### src/rtl/if_stage_prefetch.sv
// Instruction-fetch stage: PC register, credit-limited in-order fetch issue,
// in-flight/discard tracking for redirects, and a DEPTH-entry prefetch FIFO
// holding {instruction, fetch address} for the IF/ID boundary.
module if_stage_prefetch #(
    parameter int unsigned       ADDR_W   = 32,
    parameter int unsigned       INST_W   = 32,
    parameter int unsigned       DEPTH    = 4,
    parameter int unsigned       PC_STEP  = 4,
    parameter logic [ADDR_W-1:0] RESET_PC = '0
) (
    input  logic              clk,
    input  logic              rst,
    input  logic              branch_taken,
    input  logic [ADDR_W-1:0] branch_addr,
    input  logic              freeze,
    output logic              mem_req,
    output logic [ADDR_W-1:0] mem_addr,
    input  logic              mem_rvalid,
    input  logic [INST_W-1:0] mem_rdata,
    output logic              out_valid,
    output logic [INST_W-1:0] out_inst,
    output logic [ADDR_W-1:0] out_pc
);
    localparam int unsigned PW  = $clog2(DEPTH);
    localparam int unsigned CW  = PW + 1;
    localparam int unsigned CW1 = CW + 1;
    localparam logic [ADDR_W-1:0] STEP    = ADDR_W'(PC_STEP);
    localparam logic [CW1-1:0]    DEPTH_C = CW1'(DEPTH);

    typedef logic [CW-1:0] cnt_t;

    logic [ADDR_W-1:0] pc_q, pc_d;
    logic [ADDR_W-1:0] rpc_q, rpc_d;
    cnt_t              infl_q, infl_d;
    cnt_t              drop_q, drop_d;
    cnt_t              cnt_q, cnt_d;
    logic [PW-1:0]     wptr_q, wptr_d;
    logic [PW-1:0]     rptr_q, rptr_d;
    logic [INST_W-1:0] inst_mem [DEPTH];
    logic [ADDR_W-1:0] pc_mem   [DEPTH];

    logic           rsp_ok;
    logic           push;
    logic           pop;
    logic [CW1-1:0] credit;

    // Conservative credit: occupied entries plus outstanding requests.
    assign credit   = {1'b0, cnt_q} + {1'b0, infl_q};
    assign mem_req  = !rst && !branch_taken && (credit < DEPTH_C);
    assign mem_addr = pc_q;

    // A response with nothing outstanding is a protocol error and is ignored.
    assign rsp_ok = mem_rvalid && (infl_q != '0);
    assign push   = rsp_ok && !branch_taken && (drop_q == '0);
    assign pop    = out_valid && !freeze && !branch_taken;

    assign out_valid = (cnt_q != '0);
    assign out_inst  = inst_mem[rptr_q];
    assign out_pc    = pc_mem[rptr_q] + STEP;

    // Next-state for PC, response PC, counters and FIFO pointers.
    always_comb begin
        pc_d   = pc_q;
        rpc_d  = rpc_q;
        drop_d = drop_q;
        wptr_d = wptr_q;
        rptr_d = rptr_q;
        cnt_d  = cnt_q;
        infl_d = infl_q + cnt_t'(mem_req) - cnt_t'(rsp_ok);
        if (mem_req) begin
            pc_d = pc_q + STEP;
        end
        if (branch_taken) begin
            pc_d   = branch_addr;
            rpc_d  = branch_addr;
            // Every request still outstanding after this edge is stale. drop
            // is always a subset of inflight, so it is replaced rather than
            // accumulated; back-to-back redirects would otherwise over-count.
            drop_d = infl_q - cnt_t'(rsp_ok);
            wptr_d = '0;
            rptr_d = '0;
            cnt_d  = '0;
        end else begin
            if (rsp_ok && (drop_q != '0)) begin
                drop_d = drop_q - cnt_t'(1);
            end
            if (push) begin
                wptr_d = wptr_q + PW'(1);
                rpc_d  = rpc_q + STEP;
            end
            if (pop) begin
                rptr_d = rptr_q + PW'(1);
            end
            cnt_d = cnt_q + cnt_t'(push) - cnt_t'(pop);
        end
    end

    // Control state registers with synchronous reset.
    always_ff @(posedge clk) begin
        if (rst) begin
            pc_q   <= RESET_PC;
            rpc_q  <= RESET_PC;
            infl_q <= '0;
            drop_q <= '0;
            cnt_q  <= '0;
            wptr_q <= '0;
            rptr_q <= '0;
        end else begin
            pc_q   <= pc_d;
            rpc_q  <= rpc_d;
            infl_q <= infl_d;
            drop_q <= drop_d;
            cnt_q  <= cnt_d;
            wptr_q <= wptr_d;
            rptr_q <= rptr_d;
        end
    end

    // FIFO storage write; contents are don't-care while count is zero.
    always_ff @(posedge clk) begin
        if (push && !rst) begin
            inst_mem[wptr_q] <= mem_rdata;
            pc_mem[wptr_q]   <= rpc_q;
        end
    end
endmodule

### config.mk
export PLATFORM = sky130hd
export DESIGN_NAME = if_stage_prefetch
export DESIGN_NICKNAME = d
export VERILOG_FILES = /design/src/rtl/if_stage_prefetch.sv
export SDC_FILE = /design/constraint.sdc
export NUM_CORES = 1
export LEC_CHECK = 0
export CORE_ASPECT_RATIO = 1.75
export CORE_UTILIZATION = 39
export DETAILED_ROUTE_END_ITERATION = 6
export MAX_ROUTING_LAYER = met4
export PLACE_DENSITY = 0.64
export SETUP_SLACK_MARGIN = 0.5
export SLEW_MARGIN = 20
export SYNTH_ARGS = -nofsm -noshare
export SYNTH_HDL_FRONTEND = slang
export SYNTH_SLANG_ARGS = --single-unit
### constraint.sdc
create_clock -name clk -period 3.95 [get_ports clk]
set_input_delay 0.5925 -clock clk [delete_from_list [all_inputs] [get_ports clk]]
set_output_delay 0.5925 -clock clk [all_outputs]
set_load 0.05 [all_outputs]
==> metrics.sh, run 1 <==
OUTCOME='complete, no violations'
SYNTH.MOST_COMMON_CELL='sky130_fd_sc_hd__edfxtp_1'
TIMING.HOLD.WORST.START='rst'
TNS_NS=0
NUM_ROWS=91
CRITICAL_PATH.STARTPOINT_TYPE='flop'
SLEW-LIMIT-HEADROOM_PCT=25.4
WORST_R2R_ENDPOINT='mem_addr[31]$_SDFFE_PP0P_'
PATH_DELAY_FAMILY='buffers and inverters'
AVGROUTEDWIREPERCELL_UM=19.8
R2R_CELLS=7
CLOCK_SINK_COUNT=335
CRITICAL_PATH.ENDPOINT_TYPE='primary output'
SYN_NETS=1051
CP.BUFFERS_INVERTERS=5
POSTPLACECELLAREA_MM2=0.0166
YS_SEQ_ELEMENTS=335
HOLD_WC_PATH_TYPE='in2reg'
CTS-HTREE-LEVELS=1
TIMING.HOLD.WORST_PATH_DEPTH=3
SYNTHTOPCELLSBYAREA='sky130_fd_sc_hd__edfxtp_1 (54%), sky130_fd_sc_hd__dfxtp_1 (11%), sky130_fd_sc_hd__mux4_2 (8.9%), sky130_fd_sc_hd__xnor2_1 (2.4%), sky130_fd_sc_hd__nor2_1 (2.1%)'
GRT_FIRST_PASS_WIRELENGTH_UM=51600
HOLD_VIOL=0
SYNTH_SEQ_AREA_SHARE_PCT=65.7
ANT_NETS_AFTER_ROUTE=0
CRITPATHARRIVALTIME_NS=2.98
TIMING.CRITICAL_PATH.REQUIRED_NS=3.36
STATIC-LEAKAGE-POWER_nW=6.45
POWER.DENSITY_CELL_AREA_mW_PER_MM2=432
SYN-CELL-AREA_MM2=0.0141
WORSTSETUPPATHTYPE='reg2out'
ROUTE.DETAILED.VIAS_PER_INST=5.35
POST_SYNTH_NUM_CELL_TYPES=59
PIN_COUNT_OF_THE_BIGGEST_NET_ENTERING_GLOBAL_ROUTING=70
FLOORPLAN.CORE_AREA_MM2=0.0354
ANTENNADIODECOUNT=0
ROOT_BUFFER='sky130_fd_sc_hd__clkbuf_16'
CTS_TREE='built'
DETAILROUTE.VIA_COUNT=8938
DETAIL_ROUTE.WIRELENGTH_UM=33000
FINAL-SETUP-VIOL-COUNT=0
CLOCK_INSERTION_DELAY_WORST_SKEW_NS=0.57
SYN_INST=963
CTS_HOLD_BUF=0
HOLDPATHEND='cnt_q[0]$_SDFF_PP0_'
DESIGN.FINAL.NETS=1270
SYNTH_FF_TYPE='sky130_fd_sc_hd__edfxtp_1'
MAXCLOCKFREQUENCY_MHz=280
R2R-START='cnt_q[1]$_SDFF_PP0_'
PATH_CLK_SLEW_NS=0.07
YS_ASYNC_SR_FRACTION_PCT=0
CTS-BUFFERS-INSERTED=31
DRC=0
DESIGN.PORTCOUNT=167
DRT_PRE_ANTENNA_ITERS=5
ANTENNA_FOUND_INITIAL=0
DIE_HEIGHT_UM=254
SYNTH.TOP_CELLS.BY_COUNT='sky130_fd_sc_hd__edfxtp_1 (256), sky130_fd_sc_hd__nor2_1 (80), sky130_fd_sc_hd__dfxtp_1 (79), sky130_fd_sc_hd__nand2_1 (66), sky130_fd_sc_hd__mux4_2 (56)'
SYN_AREA_PER_CELL_UM2=14.7
MAXIMUM_FANOUT_ENCOUNTERED_ON_THE_CRITICAL_TIMING_PATH=7
MAX-CAP-VIOLATIONS=0
TIMING.CRITICAL_PATH.SLOWEST_CELL_DELAY_NS=0.41
PLACE_HPWL_UM=21400
DR.FIRST_ITER.DRC_COUNT=534
FINCLKSKEW_NS=0.00764
DIE_AREA_MM2=0.0370
TIGHTESTPINTRANSITION_NS=1.12
SYNTH_TO_LAYOUT_AREA_GROWTH_PCT=30.4
LAYOUT_WORST_PATH_CYCLE_SHARE_PCT=90.5
GLOBALROUTETOTALUTIL_PCT=18.6
SYNTH_TOP_CELL_AREA_SHARE_PCT=54.5
CTS_MAX_PATH_BUFFERS=3
FINAL_LAYOUT_SIZE_SUFFIX_GT1_SHARE_PCT=21.1
SYNTH_ENABLE_FLOP_CELLS=256
VDD_IR_DROP_MAX_V=0.000300
FINAL_DESIGN_AREA_NO_FILL_MM2=0.0184
GRT_PASS1_VIAS=9269
FLOORPLAN.DIE.WIDTH_UM=146
PLACEMENT.IO_BUFFERS=166
TIMING.FINAL.CRIT_PERIOD_NS=3.57
NETLIST.TOP_CELL.BY_AREA='sky130_fd_sc_hd__edfxtp_1'
POST-PLACE-WS_NS=0.517
REPORT.FINAL.SLEW_VIOL_COUNT=0
RSZ0062_AT_GRT='yes'
SYNTH-WARNING-COUNT=0
GLOBALROUTEOVERFLOWTOTAL=0
TIMING.CRITICAL_PATH.SLOWEST_STAGE_CELL='sky130_fd_sc_hd__dfxtp_4'
START_UTIL_PCT=39.9
REG2REG_SLACK_NS=1.29
GP_ROUTABILITY_CONGESTION=0.847
SETUP_SLACK_NS=0.376
CRIT_PATH_CELL_TRACE='buf_12 > buf_16 > mux4_2 > and3_4 > nand4_1 > buf_4 > nor3_4 > buf_4 > xor2_2 > buf_12'
## worst max path at each step
stage	end	cells after the start	startpoint	slack (ns)
6_report	out_pc[26]	10	flop	0.38
5_1_grt	out_pc[26]	10	flop	0.26
3_3_place_gp	out_pc[28]	9	flop	0.57
4_1_cts	out_pc[29]	9	flop	0.35
3_5_place_dp	out_pc[14]	9	flop	0.52
2_1_floorplan	inst_mem[0][0]$_DFFE_PP_	7	drop_q[0]$_SDFFE_PP0P_	0.55
## cell usage in the layout (no fill, tap or decap), types with 4 or more instances in the layout
master and instances:
sky130_fd_sc_hd__edfxtp_1 256, sky130_fd_sc_hd__clkdlybuf4s50_1 102, sky130_fd_sc_hd__dfxtp_1 77, sky130_fd_sc_hd__nor2_1 76, sky130_fd_sc_hd__mux4_2 62, sky130_fd_sc_hd__nand2_1 61, sky130_fd_sc_hd__buf_4 49, sky130_fd_sc_hd__a21oi_1 37
sky130_fd_sc_hd__clkbuf_16 36, sky130_fd_sc_hd__dlymetal6s2s_1 33, sky130_fd_sc_hd__o21ai_0 30, sky130_fd_sc_hd__xnor2_1 29, sky130_fd_sc_hd__nand3_1 27, sky130_fd_sc_hd__inv_1 24, sky130_fd_sc_hd__buf_12 22, sky130_fd_sc_hd__nand4_1 21
sky130_fd_sc_hd__xor2_1 19, sky130_fd_sc_hd__ha_1 16, sky130_fd_sc_hd__or3_1 14, sky130_fd_sc_hd__a31oi_1 14, sky130_fd_sc_hd__a211oi_1 14, sky130_fd_sc_hd__nor3_1 13, sky130_fd_sc_hd__clkinv_1 10, sky130_fd_sc_hd__xnor2_2 9
sky130_fd_sc_hd__and2_1 8, sky130_fd_sc_hd__and3_1 8, sky130_fd_sc_hd__a21boi_0 8, sky130_fd_sc_hd__a311oi_1 7, sky130_fd_sc_hd__buf_6 7, sky130_fd_sc_hd__xor2_2 6, sky130_fd_sc_hd__and4_1 6, sky130_fd_sc_hd__clkinv_2 5
sky130_fd_sc_hd__buf_16 5, sky130_fd_sc_hd__nor3_4 4, sky130_fd_sc_hd__nand2_2 4, sky130_fd_sc_hd__nor4_1 4, sky130_fd_sc_hd__a22oi_1 4
## worst reg2reg max path, delay by kind of cell (launching register included)
family / cells / cell delay [ns]
AOI/OAI and AO/OA: 2 / 0.48
adders and majority gates: 1 / 0.29
buffers and inverters: 1 / 0.30
DFF: 1 / 0.36
and+or+nand+nor: 3 / 1.15
## state kept, by name, indices dropped and copies added, names as in the netlist, named ones only
signal and cells:
inst_mem 128, pc_mem 128, mem_addr 32, rpc_q 32, cnt_q 3, drop_q 3
infl_q 3, rptr_q 2, wptr_q 2
## report_power, final
group          internal, W  total (W)  switching, W
Combinational     0.000433    0.00103      0.000598
Clock              0.00163    0.00292       0.00129
Sequential         0.00391    0.00401      0.000106
## metrics by stage
stage | power [W] | hold slack [ns] | utilization (%) | cells
after CTS | 0.00803 | 0.392 | 51.0 | 1659
final | 0.00796 | 0.427 | 52.0 | 1671
after detailed placement | 0.00508 | 0.454 | 46.8 | 1569
after floorplan | 0.00470 | 0.460 | - | 963
after global placement | 0.00507 | 0.452 | 46.8 | 1569
after global routing | 0.00825 | 0.431 | 52.0 | 1671
## what timing repair did
| item | in CTS | in global routing |
|---|---|---|
| gates cloned | 5 | 0 |
| setup buffers | 28 | 12 |
| setup endpoints to repair | 26 | 58 |
| pin swaps | 17 | 19 |
| hold endpoints to repair | 0 | 0 |
| resized for setup | 51 | 70 |
## kinds of logic (layout without fill, tap and decap cells)
group / after synthesis / count (layout) / synth area share, %
compound gates: 126 / 126 / 5.51
flops: 335 / 335 / 65.7
fa+ha+maj: 19 / 19 / 1.79
mux: 68 / 68 / 10.7
simple gates: 283 / 283 / 10.3
buf+inv: 69 / 312 / 2.13
xor+xnor: 63 / 63 / 3.91
## metal layers
metal  GRT usage [%]  share of wire [%]  vias up
met1            21.0                 39     4444
met5               -                  0        -
met2            33.2                 53      303
li1                -                  -     4124
met4            8.57                3.7        0
met3            1.89                4.3       67
## area by class of cell
class	count	area [µm²]
Clock buffer	34	787
Sequential cell	335	9280
Tap cell	465	582
Fill cell	2882	17000
Inverter	24	90.1
Multi-Input combinational cell	559	4780
Clock inverter	23	190
Timing Repair Buffer	231	2700
Note: power is estimated with default switching activity, not from simulation.
==> inputs of run 2 (changes only) <==
Settings changed: CTS_CLUSTER_DIAMETER set to 40, SKIP_LAST_GASP set to 1.
==> run 2 against run 1 <==
Against the previous run: clock power grew 16%; core utilization shrank 0.064 points; routed wire length shrank 1.2%; via count shrank 0.59%; first-iteration DRC count shrank 5.2%; die area is the same; total power grew 5.8%; maximum frequency grew 2.9%; hold slack gained 0.037 ns; clock skew grew 0.014 ns; clock-buffer cell count grew 9; global-route usage shrank 0.092 points; critical path type unchanged; critical endpoint is now out_pc[28]; largest cell class unchanged.
==> metrics.sh, run 2 (synthesis gave the netlist of run 1 again) <==
OUTCOME='complete, no violations'  # unchanged
LAYOUT.CELLS.MOST_COMMON_LIST='sky130_fd_sc_hd__edfxtp_1 (256), sky130_fd_sc_hd__clkdlybuf4s50_1 (135), sky130_fd_sc_hd__dfxtp_1 (77)'  # was sky130_fd_sc_hd__edfxtp_1 (256), sky130_fd_sc_hd__clkdlybuf4s50_1 (102), sky130_fd_sc_hd__dfxtp_1 (77)
FINCLKSKEW_NS=0.0213  # was 0.00764 ns
MAX-CAP-VIOLATIONS=0  # unchanged
GP_ROUTABILITY_CONGESTION=0.847  # unchanged
ANT_NETS_AFTER_ROUTE=0  # unchanged
WORSTSETUPPATHTYPE='reg2out'  # unchanged
LAYOUT_WORST_PATH_CYCLE_SHARE_PCT=87.9  # was 90.5%
TIMING.CRITICAL_PATH.REQUIRED_NS=3.36  # about the same
FINAL-SETUP-VIOL-COUNT=0  # unchanged
NUM_ROWS=91  # unchanged
SEQCELLAREA_MM2=0.00928  # unchanged
CTS-HTREE-LEVELS=2  # was 1
MULTIINPUTGATEAREA_MM2=0.00472  # was 0.00478 mm²
CRITICAL_PATH.STARTPOINT_TYPE='flop'  # unchanged
CRITPATHARRIVALTIME_NS=2.88  # was 2.98 ns
CRITICAL_PATH.ENDPOINT_TYPE='primary output'  # unchanged
DR.FIRST_ITER.DRC_COUNT=506  # was 534
STATIC-LEAKAGE-POWER_nW=6.14  # was 6.45 nW
ROUTE.DETAILED.VIAS_PER_INST=5.32  # was 5.35
FLOORPLAN.CORE_AREA_MM2=0.0354  # unchanged
DIE_HEIGHT_UM=254  # unchanged
FLOORPLAN.DIE.WIDTH_UM=146  # unchanged
FINAL.FILL_COUNT=2905  # was 2882
FINAL_LAYOUT_SIZE_SUFFIX_GT1_SHARE_PCT=20.5  # was 21.1%
AVGROUTEDWIREPERCELL_UM=19.5  # was 19.8 µm
SETUP_SLACK_NS=0.476  # was 0.376 ns
CTS_HOLD_BUF=0  # unchanged
CTS_TREE='built'  # unchanged
PATH_CLK_SLEW_NS=0.06  # was 0.07 ns
CLOCK_SINK_COUNT=335  # unchanged
MAXIMUM_FANOUT_ENCOUNTERED_ON_THE_CRITICAL_TIMING_PATH=5  # was 7
PIN_COUNT_OF_THE_BIGGEST_NET_ENTERING_GLOBAL_ROUTING=70  # unchanged
GRT_PASS1_VIAS=9236  # was 9269
HOLD_WC_PATH_TYPE='reg2reg'  # was in2reg
DETAIL_ROUTE.WIRELENGTH_UM=32600  # was 33000 µm
REG.LARGEST.LIST='inst_mem (128), pc_mem (128)'  # unchanged
MAXCLOCKFREQUENCY_MHz=288  # was 280 MHz
SYNTH_TO_LAYOUT_AREA_GROWTH_PCT=30.3  # was 30.4%
POWER.DENSITY_CELL_AREA_mW_PER_MM2=458  # was 432 mW/mm²
REPORT.FINAL.SLEW_VIOL_COUNT=0  # unchanged
ROOT_BUFFER='sky130_fd_sc_hd__clkbuf_16'  # unchanged
VDD_IR_DROP_MAX_V=0.000263  # was 0.000300 V
CLOCK_INSERTION_DELAY_WORST_SKEW_NS=0.53  # was 0.57 ns
LAYOUT_COMMONEST_CELL='sky130_fd_sc_hd__edfxtp_1'  # unchanged
HOLD_VIOL=0  # unchanged
TIGHTESTPINTRANSITION_NS=1.10  # was 1.12 ns
GLOBALROUTEOVERFLOWTOTAL=0  # unchanged
TIMING.FINAL.CRIT_PERIOD_NS=3.47  # was 3.57 ns
TNS_NS=0  # unchanged
RSZ0062_AT_GRT='yes'  # unchanged
POST-PLACE-WS_NS=0.517  # unchanged
FINAL_DESIGN_AREA_NO_FILL_MM2=0.0184  # about the same
SLEW-LIMIT-HEADROOM_PCT=26.6  # was 25.4%
GRT_FIRST_PASS_WIRELENGTH_UM=51000  # was 51600 µm
DRC=0  # unchanged
DESIGN.FINAL.NETS=1267  # was 1270
ANTENNA_FOUND_INITIAL=1  # was 0
START_UTIL_PCT=39.9  # unchanged
DESIGN.PORTCOUNT=167  # unchanged
DRT_PRE_ANTENNA_ITERS=5  # unchanged
CTS_MAX_PATH_BUFFERS=3  # unchanged
PLACE_HPWL_UM=21400  # unchanged
POSTPLACECELLAREA_MM2=0.0166  # unchanged
DETAILROUTE.VIA_COUNT=8885  # was 8938
PLACEMENT.IO_BUFFERS=166  # unchanged
CTS-BUFFERS-INSERTED=36  # was 31
GLOBALROUTETOTALUTIL_PCT=18.5  # was 18.6%
DIE_AREA_MM2=0.0370  # unchanged
## run 2: worst max-delay path, stage by stage (launching register included)
cell and delay, ns:
sky130_fd_sc_hd__dfxtp_4 0.39, sky130_fd_sc_hd__buf_6 0.13, sky130_fd_sc_hd__mux4_2 0.37, sky130_fd_sc_hd__ha_4 0.18
sky130_fd_sc_hd__nand2_4 0.05, sky130_fd_sc_hd__o22ai_4 0.15, sky130_fd_sc_hd__nand4b_1 0.13, sky130_fd_sc_hd__buf_6 0.16
sky130_fd_sc_hd__nor3_4 0.21, sky130_fd_sc_hd__buf_12 0.14, sky130_fd_sc_hd__nand3_4 0.09, sky130_fd_sc_hd__xnor2_4 0.18
sky130_fd_sc_hd__buf_12 0.16
## run 2: cell type report
class | instances | area share, %
Sequential cell | 335 | 50.5
Multi-Input combinational cell | 559 | 25.7
Timing Repair Buffer | 223 | 13.7
Clock buffer | 43 | 5.21
Tap cell | 465 | 3.16
Clock inverter | 21 | 1.30
Inverter | 24 | 0.490
Antenna cell | 1 | 0.0136
## run 2: through the flow
step / power, W / utilization, % / cells / hold slack (ns)
2_1_floorplan: 0.00470 / - / 963 / 0.460
3_3_place_gp: 0.00507 / 46.8 / 1569 / 0.452
3_5_place_dp: 0.00508 / 46.8 / 1569 / 0.454
4_1_cts: 0.00851 / 51.4 / 1663 / 0.463
5_1_grt: 0.00873 / 51.9 / 1671 / 0.492
6_report: 0.00842 / 51.9 / 1671 / 0.464
## run 2: what timing repair did
action                                 4_1_cts  5_1_grt
buffers inserted                            26        6
endpoints found under the hold margin        0        0
setup endpoints to repair                   26       18
pin swaps                                   14       10
gates cloned                                 4        1
gates resized for setup                     38       28
## run 2: path summary, 6_finish.rpt
path                                             endpoint                     start  slack [ns]  cells after the start
worst max-delay path                           out_pc[28]                      flop        0.48                     12
worst min-delay path             mem_addr[0]$_SDFFE_PP0P_  mem_addr[0]$_SDFFE_PP0P_        0.46                      2
worst max register to register  mem_addr[31]$_SDFFE_PP0P_       cnt_q[1]$_SDFF_PP0_        1.33                      7
worst min register to register   mem_addr[0]$_SDFFE_PP0P_  mem_addr[0]$_SDFFE_PP0P_        0.46                      2
## run 2: where the power goes
group	total [W]	switching [W]	internal, W
Combinational	0.00102	0.000593	0.000427
Clock	0.00339	0.00137	0.00202
Sequential	0.00401	0.000105	0.00391
## run 2: layer usage
layer,GRT usage (%),vias up,share of wire [%]
met3,2.69,65,4.6
met4,8.21,0,3.7
met1,20.4,4404,38
li1,-,4132,-
met5,-,-,0
met2,33.1,284,53
